### src/rtl/luma4x4_recon.sv
`default_nettype none
// ============================================================================
//  Module      : luma4x4_recon
//  Description : 4x4 luma intra reconstruction: prediction + residual rows,
//                clipped to PIX_W bits, plus neighbour samples for the next
//                block. Optional macro LUMA_RECON_CLIPCNT_EN adds clip_count.
//  Revision    : 1.0 - initial release
// ============================================================================
module luma4x4_recon #(
    parameter int RES_W = 9,
    parameter int PIX_W = 8
) (
    input  logic                 clk,
    input  logic                 reset,
    input  logic                 start,
    input  logic [16*PIX_W-1:0]  pred_in,
    input  logic                 res_valid,
    output logic                 res_ready,
    input  logic [4*RES_W-1:0]   res_row,
    output logic                 rec_valid,
    output logic [1:0]           rec_row_idx,
    output logic [4*PIX_W-1:0]   rec_row,
    output logic                 nbr_valid,
    output logic [4*PIX_W-1:0]   nbr_top,
    output logic [4*PIX_W-1:0]   nbr_left,
    output logic [PIX_W-1:0]     nbr_corner,
    output logic                 busy
`ifdef LUMA_RECON_CLIPCNT_EN
    ,
    output logic [4:0]           clip_count
`endif
);

    localparam int c_sum_w = RES_W + 2;
    localparam logic signed [c_sum_w-1:0] c_max = c_sum_w'((2 ** PIX_W) - 1);

    localparam logic [1:0] c_idle = 2'd0;
    localparam logic [1:0] c_rows = 2'd1;
    localparam logic [1:0] c_done = 2'd2;

    logic [1:0]           r_state;
    logic [1:0]           r_row;
    logic [16*PIX_W-1:0]  r_pred;
    logic [PIX_W-1:0]     r_left0;
    logic [PIX_W-1:0]     r_left1;
    logic [PIX_W-1:0]     r_left2;

    logic                 w_acc;
    logic [3:0]           w_lo;
    logic [3:0]           w_hi;
    logic [4*PIX_W-1:0]   w_rec;
    logic [PIX_W-1:0]     w_col3;

    assign w_acc  = (r_state == c_rows) && res_valid;
    assign w_col3 = w_rec[3*PIX_W +: PIX_W];

    // Per-column add and clip of the row currently being accepted
    for (genvar c = 0; c < 4; c++) begin : g_col
        logic [3:0]                 w_idx;
        logic [PIX_W-1:0]           w_pred;
        logic [RES_W-1:0]           w_res;
        logic signed [c_sum_w-1:0]  w_sum;

        assign w_idx  = {r_row, 2'(c)};
        assign w_pred = r_pred[w_idx*PIX_W +: PIX_W];
        assign w_res  = res_row[c*RES_W +: RES_W];
        assign w_sum  = $signed({{(c_sum_w-PIX_W){1'b0}}, w_pred})
                      + $signed({{2{w_res[RES_W-1]}}, w_res});
        assign w_lo[c] = w_sum[c_sum_w-1];
        assign w_hi[c] = !w_sum[c_sum_w-1] && (w_sum > c_max);
        assign w_rec[c*PIX_W +: PIX_W] = w_lo[c] ? '0 :
                                         w_hi[c] ? '1 : w_sum[PIX_W-1:0];
    end

`ifdef LUMA_RECON_CLIPCNT_EN
    logic [3:0] w_clip;
    logic [4:0] w_clip_add;
    assign w_clip     = w_lo | w_hi;
    assign w_clip_add = 5'(w_clip[0]) + 5'(w_clip[1]) + 5'(w_clip[2]) + 5'(w_clip[3]);
`endif

    always_ff @(posedge clk) begin
        if (reset) begin
            r_state     <= c_idle;
            r_row       <= 2'd0;
            r_pred      <= '0;
            r_left0     <= '0;
            r_left1     <= '0;
            r_left2     <= '0;
            res_ready   <= 1'b0;
            rec_valid   <= 1'b0;
            rec_row_idx <= 2'd0;
            rec_row     <= '0;
            nbr_valid   <= 1'b0;
            nbr_top     <= '0;
            nbr_left    <= '0;
            nbr_corner  <= '0;
            busy        <= 1'b0;
`ifdef LUMA_RECON_CLIPCNT_EN
            clip_count  <= 5'd0;
`endif
        end else begin
            rec_valid <= 1'b0;
            nbr_valid <= 1'b0;
            case (r_state)
                c_idle: begin
                    if (start) begin
                        r_state   <= c_rows;
                        r_pred    <= pred_in;
                        r_row     <= 2'd0;
                        res_ready <= 1'b1;
                        busy      <= 1'b1;
`ifdef LUMA_RECON_CLIPCNT_EN
                        clip_count <= 5'd0;
`endif
                    end
                end
                c_rows: begin
                    if (w_acc) begin
                        rec_row     <= w_rec;
                        rec_row_idx <= r_row;
                        rec_valid   <= 1'b1;
                        r_row       <= r_row + 2'd1;
`ifdef LUMA_RECON_CLIPCNT_EN
                        clip_count  <= clip_count + w_clip_add;
`endif
                        case (r_row)
                            2'd0:    r_left0 <= w_col3;
                            2'd1:    r_left1 <= w_col3;
                            2'd2:    r_left2 <= w_col3;
                            default: begin
                                // Last row: publish neighbours alongside row 3
                                r_state    <= c_done;
                                res_ready  <= 1'b0;
                                nbr_valid  <= 1'b1;
                                nbr_top    <= w_rec;
                                nbr_left   <= {w_col3, r_left2, r_left1, r_left0};
                                nbr_corner <= w_col3;
                            end
                        endcase
                    end
                end
                c_done: begin
                    r_state <= c_idle;
                    busy    <= 1'b0;
                end
                default: begin
                    r_state   <= c_idle;
                    res_ready <= 1'b0;
                    busy      <= 1'b0;
                end
            endcase
        end
    end

endmodule
`default_nettype wire

### config.mk
export PLATFORM = sky130hd
export DESIGN_NAME = luma4x4_recon
export DESIGN_NICKNAME = d
export VERILOG_FILES = /design/src/rtl/luma4x4_recon.sv
export SDC_FILE = /design/constraint.sdc
export NUM_CORES = 1
export LEC_CHECK = 0
export CORE_MARGIN = 2
export CORE_UTILIZATION = 40
export CTS_CLUSTER_DIAMETER = 50
export CTS_CLUSTER_SIZE = 20
export DETAILED_ROUTE_END_ITERATION = 10
export DONT_BUFFER_PORTS = 1
export GPL_ROUTABILITY_DRIVEN = 0
export GPL_TIMING_DRIVEN = 1
export PLACE_DENSITY = 0.64
export RECOVER_POWER = 100
export SETUP_SLACK_MARGIN = 0.1
export SYNTH_ARGS = -nofsm -noshare
export SYNTH_HDL_FRONTEND = slang
export SYNTH_SLANG_ARGS = --single-unit
export TNS_END_PERCENT = 50
### constraint.sdc
create_clock -name clk -period 5.47 [get_ports clk]
set_input_delay 0 -clock clk [delete_from_list [all_inputs] [get_ports clk]]
set_output_delay 0 -clock clk [all_outputs]
set_load 0.02 [all_outputs]
==> qor.yml, run 1 <==
finish:
  layout_commonest_cell: "nand2_1"
  finalInstanceArea_um2: 13700
  area_delta_synth_final_pct: 22.4
  mostFrequentLayoutCells: "370 x nand2_1, 248 x dfxtp_1, 210 x a21oi_1"
  stdcell_count: 1778
  final_nets: 1586
  fin_util_pct: 49.4
  drive_gt1_share_pct: 7.30
yosys:
  postSynthAreaPerCell_um2: 8.65
  synth_compound_area_share_pct: 19.6
  yosys_register_bits: 250
  synth_warnings: 0
  syn_inst: 1290
  synth.distinct_cells: 58
  yosysTopAreaCell: "dfxtp_1"
  synthesis.area_um2: 11200
  yosysSeqAreaShare_pct: 44.9
  synth_top_family_by_area: "compound AO/OA/AOI/OAI gates"
  synth.top_cell.area_share_pct: 44.9
  synthFlopType: "dfxtp_1"
  synth_adder_area_share_pct: 4.76
  syn-num-nets: 1498
  synthXorXnorAreaFrac_pct: 1.88
  yosys-top-cells-area: "dfxtp_1 45%, nand2_1 12%, a21oi_1 9.4%, mux4_2 6.5%, ha_1 4.0%"
  synthMuxAreaShare_pct: 6.55
  synth_edf_count: 0
  synthSimpleGateAreaFrac_pct: 17.4
  synthArstFlopShare_pct: 0
clock_network:
  post_cts_resized: 0
  path_clk_slew_ps: 70
  cts_tree: "built"
  clock-sinks: 250
  htreeDepth: 1
  clk_latency_ps: 540
  root_buffer: "clkbuf_16"
  numCtsBuffers: 28
  cts.path.max_buffers: 3
  cts_setup_buffers: 0
drt:
  drt_iter0_markers: 700
  ant_nets: 0
  drt_wl_total_mm: 32.8
  first_pass_iters: 5
  wl_per_cell_um: 18.4
  vias_per_cell: 5.36
  num_vias: 9533
  drc: 0
grt:
  grt_max_degree: 210
  grt_pass1_wl_mm: 50.2
  antenna_found_initial: 2
  grt_pass1_vias: 9187
  grt_overflow_total: 0
  grt_usage_pct: 21.7
power:
  p_seq_share_pct: 44.0
  cellPowerDensity_nw_per_um2: 326
  power.internal_mw: 3.20
  pwr-share-clk_pct: 43.5
  p_sw_share_pct: 28.2
  p_leak_nw: 5.02
  power_mw: 4.46
  irDropWorstVdd_v: 0.000268
  comb_power_share_pct: 12.5
  p_switching_mw: 1.26
hold_path:
  min_to: "nbr_left[6]$_SDFFE_PP0P_"
  hold_class: "primary input to flop"
  worstHoldStart: "reset"
  min_path_cells: 2
floorplanning:
  initial_core_util_pct: 40.4
  std_cell_rows: 61
  io_pins: 278
  core-area_um2: 27600
  dieArea_um2: 29200
  die_w_um: 171
  die_height_um: 171
placed_design:
  io_buffers: 0
  place_ws_ps: 1620
  placed_cell_area_um2: 11300
  placedCellCount: 1581
  dp_hpwl_mm: 21.8
run_status:
  violations: "hold timing, capacitance limit, slew limit"
  status: "finished with violations"
setup_path:
  cp.arrival_ps: 5010
  startpoint_type: "flop"
  cp_max_fo: 26
  worst-r2r-setup-slack_ps: 890
  r2r_start: "r_row[0]$_SDFFE_PP0P_"
  reg2reg_depth: 11
  cp.required_ps: 5900
  end_kind: "flop"
  critical_path_class: "flop to flop"
  reg2reg_to: "r_left1[6]$_SDFFE_PP0P_"
sta:
  finalHoldViolations: 3
  rsz0062_at_grt: "no"
  finalMaxSlewViolations: 74
  fmax_mhz: 218
  finalSetupViolations: 0
  worstMarginPinSlew_ps: 1960
  slew_headroom_pct: -30.8
  holdWs_ps: -29.1
  setup_tns_ps: 0
  fin_crit_sh_pct: 83.7
  skew_ps: 18.0
  min_period_ps: 4580
  fin_ws_ps: 890
run:
  cap_violations: 2
[registers in the layout, summed over array words and instances, names as in the netlist]
register,count
busy,1
nbr_left,24
nbr_top,32
nbr_valid,1
r_left0,8
r_left1,8
r_left2,8
r_pred,128
r_row,2
r_state,2
rec_row,32
rec_row_idx,2
rec_valid,1
res_ready,1
[per-layer routing]
metal	vias up	GRT usage [%]	part of all wire (%)
li1	4676	-	-
met1	4460	29.2	43
met2	333	35.2	48
met3	64	4.23	6.6
met4	0	6.74	2.6
met5	-	0	0
[worst max-delay path, stage by stage, from the launching register on]
cell      delay (ps)
dfxtp_2          860
clkbuf_1         700
mux4_2           410
ha_1             220
inv_1             70
fa_1             400
nand2b_1         210
a211oi_1         270
or2_0            450
xnor2_4          180
o21ai_0          370
a32o_1           350
[cell usage after synthesis, types with 14 or more instances]
cell	n
nand2_1	370
nand3_1	15
clkbuf_1	58
buf_4	20
a21oi_1	210
a22o_1	16
nand2b_1	15
buf_2	15
nor2_1	35
a221o_1	14
inv_1	24
mux4_2	32
ha_1	36
o21ai_0	23
dfxtp_1	250
[power by group through the flow]
stage | logic (mW) | clock network [mW] | registers (mW)
after CTS | 0.555 | 1.98 | 1.96
final | 0.557 | 1.94 | 1.96
after floorplan | 0.372 | 0 | 1.98
after global placement | 0.434 | 0 | 2.00
after detailed placement | 0.442 | 0 | 2.00
after global routing | 0.616 | 2.06 | 1.97
[worst max path at each step]
| stage | slack, ps | endpoint | from | cells past startpoint |
|---|---|---|---|---|
| after floorplan | 2240 | nbr_top[20]$_SDFFE_PP0P_ | r_row[0]$_SDFFE_PP0P_ | 13 |
| after global placement | 1800 | nbr_top[27]$_SDFFE_PP0P_ | r_row[0]$_SDFFE_PP0P_ | 11 |
| after detailed placement | 1620 | nbr_top[27]$_SDFFE_PP0P_ | r_row[0]$_SDFFE_PP0P_ | 11 |
| after CTS | 1410 | nbr_top[0]$_SDFFE_PP0P_ | r_row[0]$_SDFFE_PP0P_ | 11 |
| after global routing | 630 | r_left1[6]$_SDFFE_PP0P_ | r_row[0]$_SDFFE_PP0P_ | 11 |
| final | 890 | r_left1[6]$_SDFFE_PP0P_ | r_row[0]$_SDFFE_PP0P_ | 11 |
[area by class of cell]
type	count	area, um^2
diodes	2	5.00
clock buffers	31	733
clock inverters	19	244
fillers	2567	14000
inverters	25	93.8
multi-input cells	920	5580
flip-flops and latches	250	5010
well taps	378	473
repair buffers	153	1520
[timing repair]
action | CTS | global route
hold buffers | 145 | 0
endpoints found under the hold margin | 250 | 0
endpoints found under the setup margin | 0 | 0
[logic make-up (layout without fill, tap and decap cells)]
kind of cell / after synthesis / in the layout
fa+ha+maj: 40 / 40
xor+xnor: 21 / 21
other cells: 0 / 2
flops: 250 / 250
mux: 33 / 33
compound gates: 353 / 353
buf+inv: 120 / 228
simple gates: 473 / 473
Power figures use the tool's default switching activity.
==> inputs of run 2 (changes only) <==
--- a/config.mk
+++ b/config.mk
@@ -13,7 +13,7 @@
 export DONT_BUFFER_PORTS = 1
 export GPL_ROUTABILITY_DRIVEN = 0
 export GPL_TIMING_DRIVEN = 1
-export PLACE_DENSITY = 0.64
+export PLACE_DENSITY = 0.66
 export RECOVER_POWER = 100
 export SETUP_SLACK_MARGIN = 0.1
 export SYNTH_ARGS = -nofsm -noshare
==> constraint.sdc (replaced) <==
create_clock -name clk -period 4 [get_ports clk]
set_input_delay 0 -clock clk [delete_from_list [all_inputs] [get_ports clk]]
set_output_delay 0 -clock clk [all_outputs]
set_load 0.02 [all_outputs]
==> run 2 against run 1 <==
  * The flow still finishes with violations (hold timing, capacitance limit, slew limit)
  * Core utilization increased by 0.36 points
  * Total power increased by 39%
  * Critical path depth unchanged
  * Combinational power increased by 39%
  * Via count increased by 0.69%
  * Register-to-register slack got worse by 560 ps
  * Die area unchanged
  * Sequential power increased by 37%
  * Clock skew increased by 6.2 ps
  * Global-route usage decreased by 0.56 points
  * Clock power increased by 40%
  * Setup slack got worse by 560 ps
  * Highest routed layer unchanged
==> qor.yml, run 2 (synthesis gave the netlist of run 1 again) <==
run_status:
  status: "finished with violations"
  violations: "hold timing, capacitance limit, slew limit"
finish:
  largest_reg_flops: 128
  finalInstanceArea_um2: 13800
  largest-register: "r_pred"
  final_nets: 1592
  mostFrequentLayoutCells: "370 x nand2_1, 248 x dfxtp_1, 210 x a21oi_1"
  area_delta_synth_final_pct: 23.3
  stdcell_count: 1787
  layout_commonest_cell: "nand2_1"
  drive_gt1_share_pct: 8.39
  reg_top3: "r_pred (128), nbr_top (32), rec_row (32)"
floorplanning:
  core-area_um2: 27600
  dieArea_um2: 29200
  std_cell_rows: 61
  die_w_um: 171
  io_pins: 278
  die_height_um: 171
  initial_core_util_pct: 40.4
power:
  p_sw_share_pct: 27.9
  power_mw: 6.17
  p_leak_nw: 5.09
  cellPowerDensity_nw_per_um2: 449
  comb_power_share_pct: 12.6
  irDropWorstVdd_v: 0.000330
  p_switching_mw: 1.72
  p_seq_share_pct: 43.3
  power.internal_mw: 4.45
  pwr-share-clk_pct: 44.1
grt:
  grt_overflow_total: 0
  grt_usage_pct: 21.1
  grt_pass1_vias: 9147
  antenna_found_initial: 3
  grt_pass1_wl_mm: 49.0
  grt_max_degree: 210
drt:
  vias_per_cell: 5.37
  num_vias: 9599
  drc: 0
  wl_per_cell_um: 18.0
  ant_nets: 0
  drt_iter0_markers: 802
  first_pass_iters: 7
  drt_wl_total_mm: 32.1
clock_network:
  clk_latency_ps: 550
  cts.path.max_buffers: 3
  post_cts_resized: 0
  path_clk_slew_ps: 80
  clock-sinks: 250
  numCtsBuffers: 28
  cts_hold_buffers: 143
  cts_tree: "built"
  root_buffer: "clkbuf_16"
  cts_setup_buffers: 0
  htreeDepth: 1
setup_path:
  cp_slowest_stage_delay_ps: 730
  end_kind: "flop"
  cp_max_fo: 21
  critical_path_class: "flop to flop"
  path_buf_inv: 2
  crit_family: "compound AO/OA/AOI/OAI gates"
  cpMaxStageDelayCell: "dfxtp_2"
  crit_chain: "clkbuf_1 > mux4_2 > ha_1 > inv_1 > fa_1 > nand2b_1 > a211o_1 > and2_4 > a221oi_2 > nor3_2 > a221o_1"
  cp.required_ps: 4430
  startpoint_type: "flop"
  cp.arrival_ps: 4100
sta:
  rsz0062_at_grt: "no"
  slew_headroom_pct: -36.4
  holdWs_ps: -75.9
  worstMarginPinSlew_ps: 2050
  finalMaxSlewViolations: 43
  setup_tns_ps: 0
  fmax_mhz: 272
  min_period_ps: 3670
  fin_crit_sh_pct: 91.9
  finalSetupViolations: 0
  finalHoldViolations: 21
  skew_ps: 24.2
placed_design:
  placed_cell_area_um2: 11300
  io_buffers: 0
  dp_hpwl_mm: 21.9
  placedCellCount: 1589
run:
  cap_violations: 1
hold_path:
  hold_class: "primary input to flop"
-- run 2: cell types whose count changed in the layout (fill, tap and decap cells not counted), sizes merged --
cell | before | now
diode | 2 | 3
clkbuf | 34 | 37
buf | 6 | 11
dlygate4sd3 | 144 | 142
bufinv | 1 | 2
inv | 35 | 33
clkinv | 7 | 10
-- run 2: final cells by class --
class | instances | area [um^2]
well taps | 378 | 473
diodes | 3 | 7.51
clock buffers | 31 | 733
clock inverters | 21 | 279
inverters | 25 | 93.8
flip-flops and latches | 250 | 5010
multi-input cells | 920 | 5600
fillers | 2561 | 13900
repair buffers | 159 | 1560
-- run 2: routing by layer --
metal  share of wire (%)  track usage, %  vias to the layer above
li1                    -               -                     4684
met1                  44            28.3                     4449
met2                  45            33.7                      388
met3                 6.7            3.96                       78
met4                 3.7            8.44                        0
met5                   0               0                        -
-- run 2: path summary, 6_finish.rpt --
kind	startpoint	end	slack [ps]	cells after the start
max	r_row[0]$_SDFFE_PP0P_	nbr_top[20]$_SDFFE_PP0P_	330	11
min	reset	r_left0[0]$_SDFFE_PP0P_	-80	2
max reg2reg	r_row[0]$_SDFFE_PP0P_	nbr_top[20]$_SDFFE_PP0P_	330	11
min reg2reg	r_pred[31]$_SDFFE_PP0P_	r_pred[31]$_SDFFE_PP0P_	450	2
-- run 2: through the flow --
stage	worst slack, ps	utilization [%]
detailed placement	553	41.1
floorplan	767	-
global placement	666	41.1
global route	162	49.8
CTS	525	50.0
finish	326	49.8
-- run 2: power by group through the flow --
stage,registers [mW],clock network (mW),logic [mW]
after detailed placement,2.73,0,0.622
final,2.68,2.72,0.776
after global routing,2.69,2.87,0.859
after global placement,2.73,0,0.609
after floorplan,2.70,0,0.508
after CTS,2.68,2.77,0.775
==> inputs of run 3 (changes only) <==
--- a/config.mk
+++ b/config.mk
@@ -5,7 +5,6 @@
 export SDC_FILE = /design/constraint.sdc
 export NUM_CORES = 1
 export LEC_CHECK = 0
-export CORE_MARGIN = 2
 export CORE_UTILIZATION = 40
 export CTS_CLUSTER_DIAMETER = 50
 export CTS_CLUSTER_SIZE = 20
==> run 3 against run 2 <==
  * The run still ends with hold timing, capacitance limit, slew limit left
  * Core utilization up 0.61 points
  * Routed wire length up 2.7%
  * Register-to-register slack barely moved
  * Flip-flop and latch count stayed put
  * Global-route usage grew 1.4 points
  * Critical path depth did not move
==> qor.yml, run 3 (synthesis gave the netlist of run 1 again) <==
run_status:
  status: "finished with violations"
  violations: "hold timing, capacitance limit, slew limit"
grt:
  antenna_found_initial: 5
  grt_overflow_total: 0
  grt_usage_pct: 22.5
  grt_pass1_vias: 9167
  grt_pass1_wl_mm: 50.9
  grt_max_degree: 210
sta:
  finalMaxSlewViolations: 130
  rsz0062_at_grt: "no"
  worstMarginPinSlew_ps: 2410
  setup_tns_ps: 0
  finalHoldViolations: 17
  min_period_ps: 3670
  holdWs_ps: -115
  finalSetupViolations: 0
  fin_crit_sh_pct: 91.6
  slew_headroom_pct: -60.4
  skew_ps: 13.2
  fmax_mhz: 273
setup_path:
  worst-r2r-setup-slack_ps: 330
  crit_chain: "buf_4 > mux4_2 > ha_1 > inv_1 > fa_1 > nand2b_1 > a211o_1 > and2_0 > a221oi_2 > nor3_2 > a221o_1"
  startpoint_type: "flop"
  cp_max_fo: 13
  cp_slowest_stage_delay_ps: 720
  cp.required_ps: 4430
  cp.arrival_ps: 4090
  critical_path_class: "flop to flop"
  r2r_start: "r_row[0]$_SDFFE_PP0P_"
  end_kind: "flop"
  reg2reg_to: "rec_row[21]$_SDFFE_PP0P_"
  reg2reg_depth: 11
  cpMaxStageDelayCell: "dfxtp_1"
clock_network:
  cts_setup_buffers: 0
  clock-sinks: 250
  cts_tree: "built"
  root_buffer: "clkbuf_16"
  clk_latency_ps: 540
  numCtsBuffers: 29
  path_clk_slew_ps: 70
  htreeDepth: 1
  cts.path.max_buffers: 3
placed_design:
  placedCellCount: 1579
  io_buffers: 0
  placed_cell_area_um2: 11300
  dp_hpwl_mm: 22.3
power:
  cellPowerDensity_nw_per_um2: 448
  power_mw: 6.14
  p_leak_nw: 5.05
  irDropWorstVdd_v: 0.000318
drt:
  drt_iter0_markers: 788
  num_vias: 9649
  drc: 0
  ant_nets: 0
  first_pass_iters: 5
  vias_per_cell: 5.42
  drt_wl_total_mm: 33.0
  wl_per_cell_um: 18.6
floorplanning:
  dieArea_um2: 28600
  std_cell_rows: 60
  initial_core_util_pct: 41.0
  die_w_um: 169
  die_height_um: 169
  io_pins: 278
  core-area_um2: 27200
hold_path:
  min_path_cells: 2
  worstHoldStart: "reset"
  hold_class: "primary input to flop"
  min_to: "nbr_left[3]$_SDFFE_PP0P_"
finish:
  finalInstanceArea_um2: 13700
  multi_input_area_um2: 5580
  reg_top3: "r_pred (128), nbr_top (32), rec_row (32)"
  area_delta_synth_final_pct: 22.8
  largest_reg_flops: 128
  largest-register: "r_pred"
  fillers: 2548
  drive_gt1_share_pct: 7.92
  final_nets: 1589
  seqCellArea_um2: 5010
  stdcell_count: 1779
  mostFrequentLayoutCells: "370 x nand2_1, 249 x dfxtp_1, 211 x a21oi_1"
  fin_util_pct: 50.4
  layout_commonest_cell: "nand2_1"
run:
  cap_violations: 1
run 3: final cells by class:
cell class | count | share of cell area (%)
antenna | 5 | 0.0913
sequential | 250 | 36.5
tap | 372 | 3.40
clock inverter | 22 | 1.93
multi-input combinational | 920 | 40.7
clock buffer | 30 | 5.40
timing repair buffer | 155 | 11.2
inverter | 25 | 0.685
run 3: power by group:
group,leakage (nW),internal (mW),switching (mW)
logic,2.53,0.325,0.453
registers,2.04,2.59,0.0855
clock network,0.485,1.45,1.24
run 3: layer usage:
layer | share of wire [%] | global-route usage [%] | vias to the layer above
met2 | 45 | 35.0 | 366
li1 | - | - | 4668
met1 | 44 | 30.3 | 4528
met5 | 0 | 0 | -
met3 | 7.1 | 4.68 | 87
met4 | 4.0 | 9.75 | 0
run 3: worst max-delay path: cells and delay by family, from the launching register on:
family,cells,cell delay (ps)
flip-flops,1,720
multiplexers,1,280
AO/OA/AOI/OAI,3,980
adder cells (fa/ha/maj),2,600
buffers and inverters,2,430
AND/OR/NAND/NOR,3,540
run 3: stage by stage:
step | setup WS, ps | hold WS, ps
after global placement | 716 | 84.6
after CTS | 418 | 0.637
after global routing | 132 | 19.3
final | 334 | -115
after detailed placement | 623 | 87.0
after floorplan | 767 | 136
run 3: timing repair:
item                      4_1_cts  5_1_grt
hold buffers                  143        0
hold endpoints to repair      250        0
gates resized for setup         0        0
run 3: worst max path at each step:
stage	slack, ps	startpoint	endpoint
after floorplan	770	r_row[0]$_SDFFE_PP0P_	nbr_top[20]$_SDFFE_PP0P_
after global placement	720	r_row[1]$_SDFFE_PP0P_	rec_row[27]$_SDFFE_PP0P_
after detailed placement	620	r_row[0]$_SDFFE_PP0P_	rec_row[27]$_SDFFE_PP0P_
after CTS	420	r_row[1]$_SDFFE_PP0P_	nbr_top[23]$_SDFFE_PP0P_
after global routing	130	r_row[0]$_SDFFE_PP0P_	rec_row[17]$_SDFFE_PP0P_
final	330	r_row[0]$_SDFFE_PP0P_	rec_row[21]$_SDFFE_PP0P_
